`src/rtl/mips_pkg.sv`:
```
// Shared MIPS datapath definitions: widths, ALU opcodes, immediate-extension
// selects and the ID/EX slot payload used by alu_operand_stage.
package mips_pkg;

    localparam int unsigned XLEN    = 32;
    localparam int unsigned NREG    = 32;
    localparam int unsigned REG_AW  = 5;
    localparam int unsigned IMM_W   = 16;
    localparam int unsigned ALUOP_W = 5;

    localparam logic [ALUOP_W-1:0] ALU_ADD  = 5'd0;
    localparam logic [ALUOP_W-1:0] ALU_ADDU = 5'd1;
    localparam logic [ALUOP_W-1:0] ALU_SUBU = 5'd2;
    localparam logic [ALUOP_W-1:0] ALU_AND  = 5'd3;
    localparam logic [ALUOP_W-1:0] ALU_OR   = 5'd4;
    localparam logic [ALUOP_W-1:0] ALU_SLT  = 5'd5;
    localparam logic [ALUOP_W-1:0] ALU_LUI  = 5'd6;

    localparam logic IMM_EXT_ZERO = 1'b0;
    localparam logic IMM_EXT_SIGN = 1'b1;

    // ID/EX slot contents handed to the ALU
    typedef struct packed {
        logic [XLEN-1:0]    a;
        logic [XLEN-1:0]    b;
        logic [ALUOP_W-1:0] aluop;
        logic [REG_AW-1:0]  rd;
        logic               we;
    } idex_t;

    // lui relies on zero mode; the ALU performs the 16-bit shift itself
    function automatic logic [XLEN-1:0] ext_imm(input logic [IMM_W-1:0] imm,
                                                input logic             mode);
        logic [XLEN-IMM_W-1:0] upper;
        upper = (mode == IMM_EXT_SIGN) ? {(XLEN-IMM_W){imm[IMM_W-1]}}
                                       : (XLEN-IMM_W)'(0);
        return {upper, imm};
    endfunction

endpackage

```
`src/rtl/alu_operand_stage_regfile.sv`:
```
// 32x32 general register file: two combinational read ports, one write port.
// Register 0 reads as zero and ignores writes.
module regfile
    import mips_pkg::*;
(
    input  logic              clk,
    input  logic              rstn,
    input  logic [REG_AW-1:0] rd_addr_a,
    output logic [XLEN-1:0]   rd_data_a_c,
    input  logic [REG_AW-1:0] rd_addr_b,
    output logic [XLEN-1:0]   rd_data_b_c,
    input  logic              wr_en,
    input  logic [REG_AW-1:0] wr_addr,
    input  logic [XLEN-1:0]   wr_data
);

    logic [XLEN-1:0] mem_q [NREG];
    logic [XLEN-1:0] mem_d [NREG];

    // Next-state: single write port, register 0 guarded
    always_comb begin
        for (int i = 0; i < int'(NREG); i++) begin
            mem_d[i] = mem_q[i];
        end
        if (wr_en && (wr_addr != REG_AW'(0))) begin
            mem_d[wr_addr] = wr_data;
        end
    end

    always_ff @(posedge clk or negedge rstn) begin
        if (!rstn) begin
            for (int i = 0; i < int'(NREG); i++) begin
                mem_q[i] <= '0;
            end
        end else begin
            for (int i = 0; i < int'(NREG); i++) begin
                mem_q[i] <= mem_d[i];
            end
        end
    end

    assign rd_data_a_c = (rd_addr_a == REG_AW'(0)) ? XLEN'(0) : mem_q[rd_addr_a];
    assign rd_data_b_c = (rd_addr_b == REG_AW'(0)) ? XLEN'(0) : mem_q[rd_addr_b];

endmodule

```
`src/rtl/alu_operand_stage.sv`:
```
// Operand-fetch stage feeding the ALU: register file, immediate extension and
// a single ID/EX slot with valid/ready, stall and flush. Define WB_BYPASS_EN to
// forward a same-edge writeback into the captured operands.
module alu_operand_stage
    import mips_pkg::*;
(
    input  logic               clk,
    input  logic               rstn,
    input  logic               in_valid,
    output logic               in_ready,
    input  logic [REG_AW-1:0]  in_rs,
    input  logic [REG_AW-1:0]  in_rt,
    input  logic [IMM_W-1:0]   in_imm,
    input  logic               in_imm_sel,
    input  logic               in_imm_sign,
    input  logic [ALUOP_W-1:0] in_aluop,
    input  logic [REG_AW-1:0]  in_rd,
    input  logic               in_we,
    input  logic               flush,
    output logic               out_valid,
    input  logic               out_ready,
    output logic [XLEN-1:0]    out_a,
    output logic [XLEN-1:0]    out_b,
    output logic [ALUOP_W-1:0] out_aluop,
    output logic [REG_AW-1:0]  out_rd,
    output logic               out_we,
    input  logic               wb_we,
    input  logic [REG_AW-1:0]  wb_addr,
    input  logic [XLEN-1:0]    wb_data
);

    logic [XLEN-1:0] rd_a_c;
    logic [XLEN-1:0] rd_b_c;
    logic [XLEN-1:0] imm_ext_c;
    logic [XLEN-1:0] op_a_c;
    logic [XLEN-1:0] op_b_c;
    logic            capture_c;

    logic  valid_q, valid_d;
    idex_t slot_q, slot_d;

    regfile u_regfile (
        .clk         (clk),
        .rstn        (rstn),
        .rd_addr_a   (in_rs),
        .rd_data_a_c (rd_a_c),
        .rd_addr_b   (in_rt),
        .rd_data_b_c (rd_b_c),
        .wr_en       (wb_we),
        .wr_addr     (wb_addr),
        .wr_data     (wb_data)
    );

    assign imm_ext_c = ext_imm(in_imm, in_imm_sign);

`ifdef WB_BYPASS_EN
    logic wb_live_c;
    logic byp_a_c;
    logic byp_b_c;

    assign wb_live_c = wb_we && (wb_addr != REG_AW'(0));
    assign byp_a_c   = wb_live_c && (wb_addr == in_rs);
    assign byp_b_c   = wb_live_c && (wb_addr == in_rt);
    assign op_a_c    = byp_a_c ? wb_data : rd_a_c;
    assign op_b_c    = in_imm_sel ? imm_ext_c : (byp_b_c ? wb_data : rd_b_c);
`else
    // Same-edge writeback is not visible; the hazard unit inserts a bubble
    assign op_a_c    = rd_a_c;
    assign op_b_c    = in_imm_sel ? imm_ext_c : rd_b_c;
`endif

    assign in_ready  = !valid_q || out_ready;
    assign capture_c = in_valid && in_ready && !flush;

    // Slot next-state: flush beats capture, capture beats drain, else hold
    always_comb begin
        valid_d = valid_q;
        slot_d  = slot_q;
        if (flush) begin
            valid_d = 1'b0;
        end else if (capture_c) begin
            valid_d      = 1'b1;
            slot_d.a     = op_a_c;
            slot_d.b     = op_b_c;
            slot_d.aluop = in_aluop;
            slot_d.rd    = in_rd;
            slot_d.we    = in_we;
        end else if (out_ready) begin
            valid_d = 1'b0;
        end
    end

    always_ff @(posedge clk or negedge rstn) begin
        if (!rstn) begin
            valid_q <= 1'b0;
            slot_q  <= '0;
        end else begin
            valid_q <= valid_d;
            slot_q  <= slot_d;
        end
    end

    assign out_valid = valid_q;
    assign out_a     = slot_q.a;
    assign out_b     = slot_q.b;
    assign out_aluop = slot_q.aluop;
    assign out_rd    = slot_q.rd;
    assign out_we    = slot_q.we;

endmodule

```
`config.mk`:
```
export PLATFORM = sky130hd
export DESIGN_NAME = alu_operand_stage
export DESIGN_NICKNAME = d
export VERILOG_FILES = /design/src/rtl/mips_pkg.sv /design/src/rtl/alu_operand_stage_regfile.sv /design/src/rtl/alu_operand_stage.sv
export SDC_FILE = /design/constraint.sdc
export NUM_CORES = 2
export LEC_CHECK = 0
export CORE_ASPECT_RATIO = 2
export CORE_MARGIN = 2
export CORE_UTILIZATION = 55
export DETAILED_ROUTE_END_ITERATION = 7
export PLACE_DENSITY = 0.7
export RECOVER_POWER = 50
export SLEW_MARGIN = 20
export SYNTH_ARGS = -nofsm -noshare
export SYNTH_HDL_FRONTEND = slang
export SYNTH_SLANG_ARGS = --single-unit
```
`constraint.sdc`:
```
create_clock -name clk -period 2.7 [get_ports clk]
set_clock_uncertainty 0.1 [all_clocks]
set_input_delay 0.54 -clock clk [delete_from_list [all_inputs] [get_ports clk]]
set_output_delay 0.54 -clock clk [all_outputs]
set_load 0.03 [all_outputs]
```
Word level (Yosys, flattened, before mapping)

Index checks and enable logic that the tools add are counted.

Order comparisons: 4
Mux-type cells: 16
Bitwise operators: 4
Reductions and logical operators: 12

Operators with widths:

| cell                                                                         | count |
|---|---|
| 1024-bit bitwise mux                                                         | 1 |
| 32-bit binary-select mux with 5-bit select                                   | 2 |
| 32-bit two-way mux                                                           | 8 |
| 32-bit demux with 5-bit select                                               | 1 |
| 6-bit >= comparator, second input constant                                   | 3 |
| 5-bit NOT with 6-bit output                                                  | 3 |
| 16-bit two-way mux                                                           | 1 |
| 5-bit zero test                                                              | 2 |
| 6-bit by 1-bit less-than comparator with 1-bit output, second input constant | 1 |
| 5-bit nonzero test                                                           | 1 |
| 1-bit logical AND                                                            | 4 |
| 1-bit two-way mux                                                            | 3 |
| 3-bit nonzero test                                                           | 1 |
| 1-bit zero test                                                              | 2 |
| 2-bit AND reduction                                                          | 1 |
| 1-bit logical OR                                                             | 1 |
| 1-bit NOT                                                                    | 1 |

Bits in registers: 1100
Bits of input ports: 82
Word-level logic and storage cells: 74

Logic depth before layout (Yosys ltp)

Depth in word-level cells: 6
Depth in mapped cells: 9

Hierarchy

From an unflattened synthesis, not the netlist that was laid out.

Cell total of the unflattened synthesis: 3732
Area total of the unflattened synthesis: 57306.2 um2

By module, submodules not included:

| module            | instances | cells each | area each (um2) | sequential area each (um2) |
|---|---|---|---|---|
| regfile           | 1         | 3514       | 54019.3         | 25624.6 |
| alu_operand_stage | 1         | 218        | 3286.9          | 1901.8 |

Least setup slack after synthesis

OpenSTA, ideal clock, no wires.

Kind: input to register
Start point: input in_rt[0]
End point: register slot_q, in the netlist out_b[10]
Setup time: 0.144 ns
Arrival time: 2.164 ns
Setup slack: 0.292 ns
Stages on the path: 8
Path buffers: 5
Cells stage by stage: buf_2 > buf_6 > buf_6 > buf_4 > buf_2 > mux2_2 > a221oi_1 > o221ai_1

Longest elaborated chain between the ends: 6
Elaborated cells between the ends (all ways): 7

Ends and longest elaborated chain:

| element                                               | line                            | text |
|---|---|---|
| from (decl)                                           | alu_operand_stage.sv:12         | `input logic [REG_AW-1:0] in_rt,` |
| 5-bit NOT with 6-bit output (implied by the code)     | alu_operand_stage_regfile.sv:43 | `assign rd_data_b_c = (rd_addr_b == REG_AW'(0)) ? XLEN'(0) : mem_q[rd_addr_b];` |
| 32-bit binary-select mux with 5-bit select            | alu_operand_stage_regfile.sv:43 |  |
| 32-bit two-way mux (implied by the code) (2 in a row) | alu_operand_stage_regfile.sv:43 |  |
| 32-bit two-way mux (*)                                | alu_operand_stage_regfile.sv:43 |  |
| 32-bit two-way mux (*)                                | alu_operand_stage.sv:69         | `assign op_b_c = in_imm_sel ? imm_ext_c : rd_b_c;` |
| to (signal assigned)                                  | alu_operand_stage.sv:99         | `slot_q <= slot_d;` |
| to (decl)                                             | alu_operand_stage.sv:40         | `idex_t slot_q, slot_d;` |

Mark *: on every way between the ends. The rest lies on a longest branch, timed or not. The select of a mux whose other input is x is not followed.
A chain may end at the register's enable or synchronous reset.

Worst setup path in the final report

Start point: register slot_q, in the netlist out_a[21]
End point: output out_a[21]

RTL lines:

| element   | line                    | text |
|---|---|---|
| to (decl) | alu_operand_stage.sv:22 | `output logic [XLEN-1:0] out_a,` |

No word-level cell between the ends.

==> flow_summary.ini <==
[sta]
slew_headroom_pct = 18.8
max_freq_mhz = 373
worstMarginPinSlew_ps = 1220
fin_crit_ps = 2680
rsz0062_at_grt = no
hold_viol = 0
setup_viol = 0
whs_ps = 242
drv_slew = 0
period_share_pct = 99.3

[power]
p_leak_nw = 29.1
clkPwrFrac_pct = 31.8
p_int_mw = 34.0
switching_share_pct = 28.4
powerDensity_mw_per_mm2 = 717
p_comb_share_pct = 21.9
p_seq_share_pct = 46.3
report.power.total_mw = 47.6
switching_power_mw = 13.5
ir_worst_vdd_mv = 0.735

[final_layout]
postLayoutCellArea_mm2 = 0.0663
drive_above_1_share_pct = 47.1
fillers = 7759
final_util_pct = 64.0
syn2layout_area_growth_pct = 15.3
nNetsFinal = 4165

[route]
dr.pass1.iters = 5
ant_nets = 0
vias_per_cell = 7.02
drcViolationCount = 0
vias = 38700
maxUsedRoutingLayer = met4
wl_per_cell_um = 33.8
drt_iter0_markers = 3412
met3_length_mm = 11.8
wirelength_mm = 187
wl_met2_mm = 92.7
wl_met1_mm = 68.8

[logic_synthesis]
ys_warn_count = 0
synth_top_cell_by_area = dfrtp_1
ys_seq_area_share_pct = 47.9
yosysTopAreaCellShare_pct = 47.9
synth_cells = 3945
syn_area_mm2 = 0.0575
yosysMostFrequentCell = dfrtp_1
synthTopCellsByCount = dfrtp_1, mux2_2, mux4_2
ys_ff_latch = 1100
synth_edf_count = 0
synth.distinct_cells = 39
syn_area_per_cell_um2 = 14.6
async_reset_ff_share_pct = 100
synth_ff_type = dfrtp_1
synth.area.top_cells = dfrtp_1, mux2_2, mux4_2, mux2i_1, o221ai_1
syn_nets = 4027

[floorplanning]
die_h_um = 461
rows = 167
die_area_mm2 = 0.107
core_area_mm2 = 0.104
pin_count = 159
fp.dieW_um = 233
initial_core_util_pct = 55.5

[grt]
grt_pass1_vias = 40100
grt_start_max_net_pins = 107
grt_antenna_before_repair = 1
grtUsageTotal_pct = 35.6
overflow = 0
grt_pass1_wl_mm = 276

[setup_path]
critPathBufInv = 1
start_kind = register
worstPathRequired_ps = 2060
path_delay_family = buffers and inverters
cp_max_fo = 4
cp-end-kind = output pin
cpMaxStageDelayCell = clkdlybuf4s50_1
arrival_ps = 2040
cp_cell_sequence = clkdlybuf4s50_1
max_stage_delay_ps = 900
worstSetupPathType = reg2out

[clock_tree]
clkLatencyLatePin_ps = 730
cts.path.max_buffers = 3
clk_pin_slew_ps = 70
cts_tree = yes
cts_inserted_buffers = 97
postCtsSetupRepairBufs = 0
htree_num_levels = 3
clock-root-buffer = clkbuf_16
cts_num_sinks = 1100

[place]
hpwl_mm = 123
routabilityCongestion = 0.867
place_area_mm2 = 0.0632
io_buffers = 158

[status]
outcome = completed

[job]
drv_cap = 0

[min_path]
hp-class = in2reg
per-stage QoR:
step / instances / setup WS [ps] / setup TNS [ps]
after floorplan: 3945 / 292 / 0
after global placement: 5335 / -199 / -13890
after detailed placement: 5335 / -150 / -10260
after CTS: 5515 / 1.03 / 0
after global routing: 5516 / 17.5 / 0
final: 5516 / 18.1 / 0
state kept, by name, indices dropped and copies added, names as in the netlist:
| signal | flops |
|---|---|
| out_a | 32 |
| u_regfile.mem_q | 1024 |
| out_aluop | 5 |
| out_rd | 5 |
| out_b | 32 |
| out_we | 1 |
| out_valid | 1 |
tightest hold or removal path: stages:
cell and delay [ps]:
clkdlybuf4s50_1 400, nand2_1 60, nand2_1 40
power groups by stage:
stage,Combinational (mW),Sequential [mW],Clock (mW)
after floorplan,6.95,21.6,0
after global placement,10.2,22.0,0
after detailed placement,10.4,22.2,0
after CTS,10.5,21.9,15.3
after global routing,11.0,22.3,15.9
final,10.4,22.0,15.1
logic make-up (layout without fill, tap and decap cells):
kind of cell	after synthesis	count (layout)	synth area share (%)
multiplexers	1725	1725	41.4
flip-flops	1100	1100	47.9
buffers and inverters	467	685	3.53
AO/OA/AOI/OAI	412	412	5.41
AND/OR/NAND/NOR	241	241	1.84
other	0	1	0
metal layers:
layer	track usage, %	vias up
li1	-	15500
met1	44.4	20800
met2	58.9	1801
met3	4.68	565
met4	22.3	0
met5	0	-
worst paths after layout:
path / start / end / slack [ps] / depth (start not counted)
worst min-delay path: in_rd[3] / out_rd[3]$_DFFE_PN0P_ / 240 / 3
worst min register to register: u_regfile.mem_q[1012]$_DFFE_PN0P_ / u_regfile.mem_q[1012]$_DFFE_PN0P_ / 300 / 0
worst max-delay path: out_a[21]$_DFFE_PN0P_ / out_a[21] / 20 / 1
min in group asynchronous: rstn / u_regfile.mem_q[193]$_DFFE_PN0P_ / 500 / 2
worst max register to register: out_valid$_DFFE_PN0P_ / out_a[20]$_DFFE_PN0P_ / 370 / 7
max in group asynchronous: rstn / out_a[24]$_DFFE_PN0P_ / 270 / 4
cell type report:
type | instances | area [um2] | share of cell area (%)
inverters | 19 | 73.8 | 0.111
diodes | 1 | 2.50 | 0.00377
multi-input cells | 2378 | 28200 | 42.4
clock inverters | 37 | 518 | 0.781
repair buffers | 487 | 5460 | 8.23
well taps | 1352 | 1690 | 2.55
clock buffers | 142 | 2910 | 4.39
flip-flops and latches | 1100 | 27500 | 41.5
placed cells by master, fill, tap and decap left out, types with 14 or more instances in the layout:
cell             count
clkdlybuf4s50_1    137
dfrtp_1           1100
nor2_1              52
clkinv_2            17
inv_1               18
mux2_2            1016
o21ai_0             93
and3_1              15
nand2_1            103
clkbuf_1            31
o221ai_1           156
buf_4              178
mux4_2             419
a221oi_1            46
clkbuf_8            27
a211oi_1            80
a21o_1              31
mux2i_1            283
clkbuf_2            14
clkbuf_16           99
buf_12             118
repair_timing:
item	CTS	global route
hold buffers	1	0
endpoints found under the setup margin	9	1
hold endpoints to repair	77	0
gates resized for setup	9	1
Note: power is estimated with default switching activity, not from simulation.
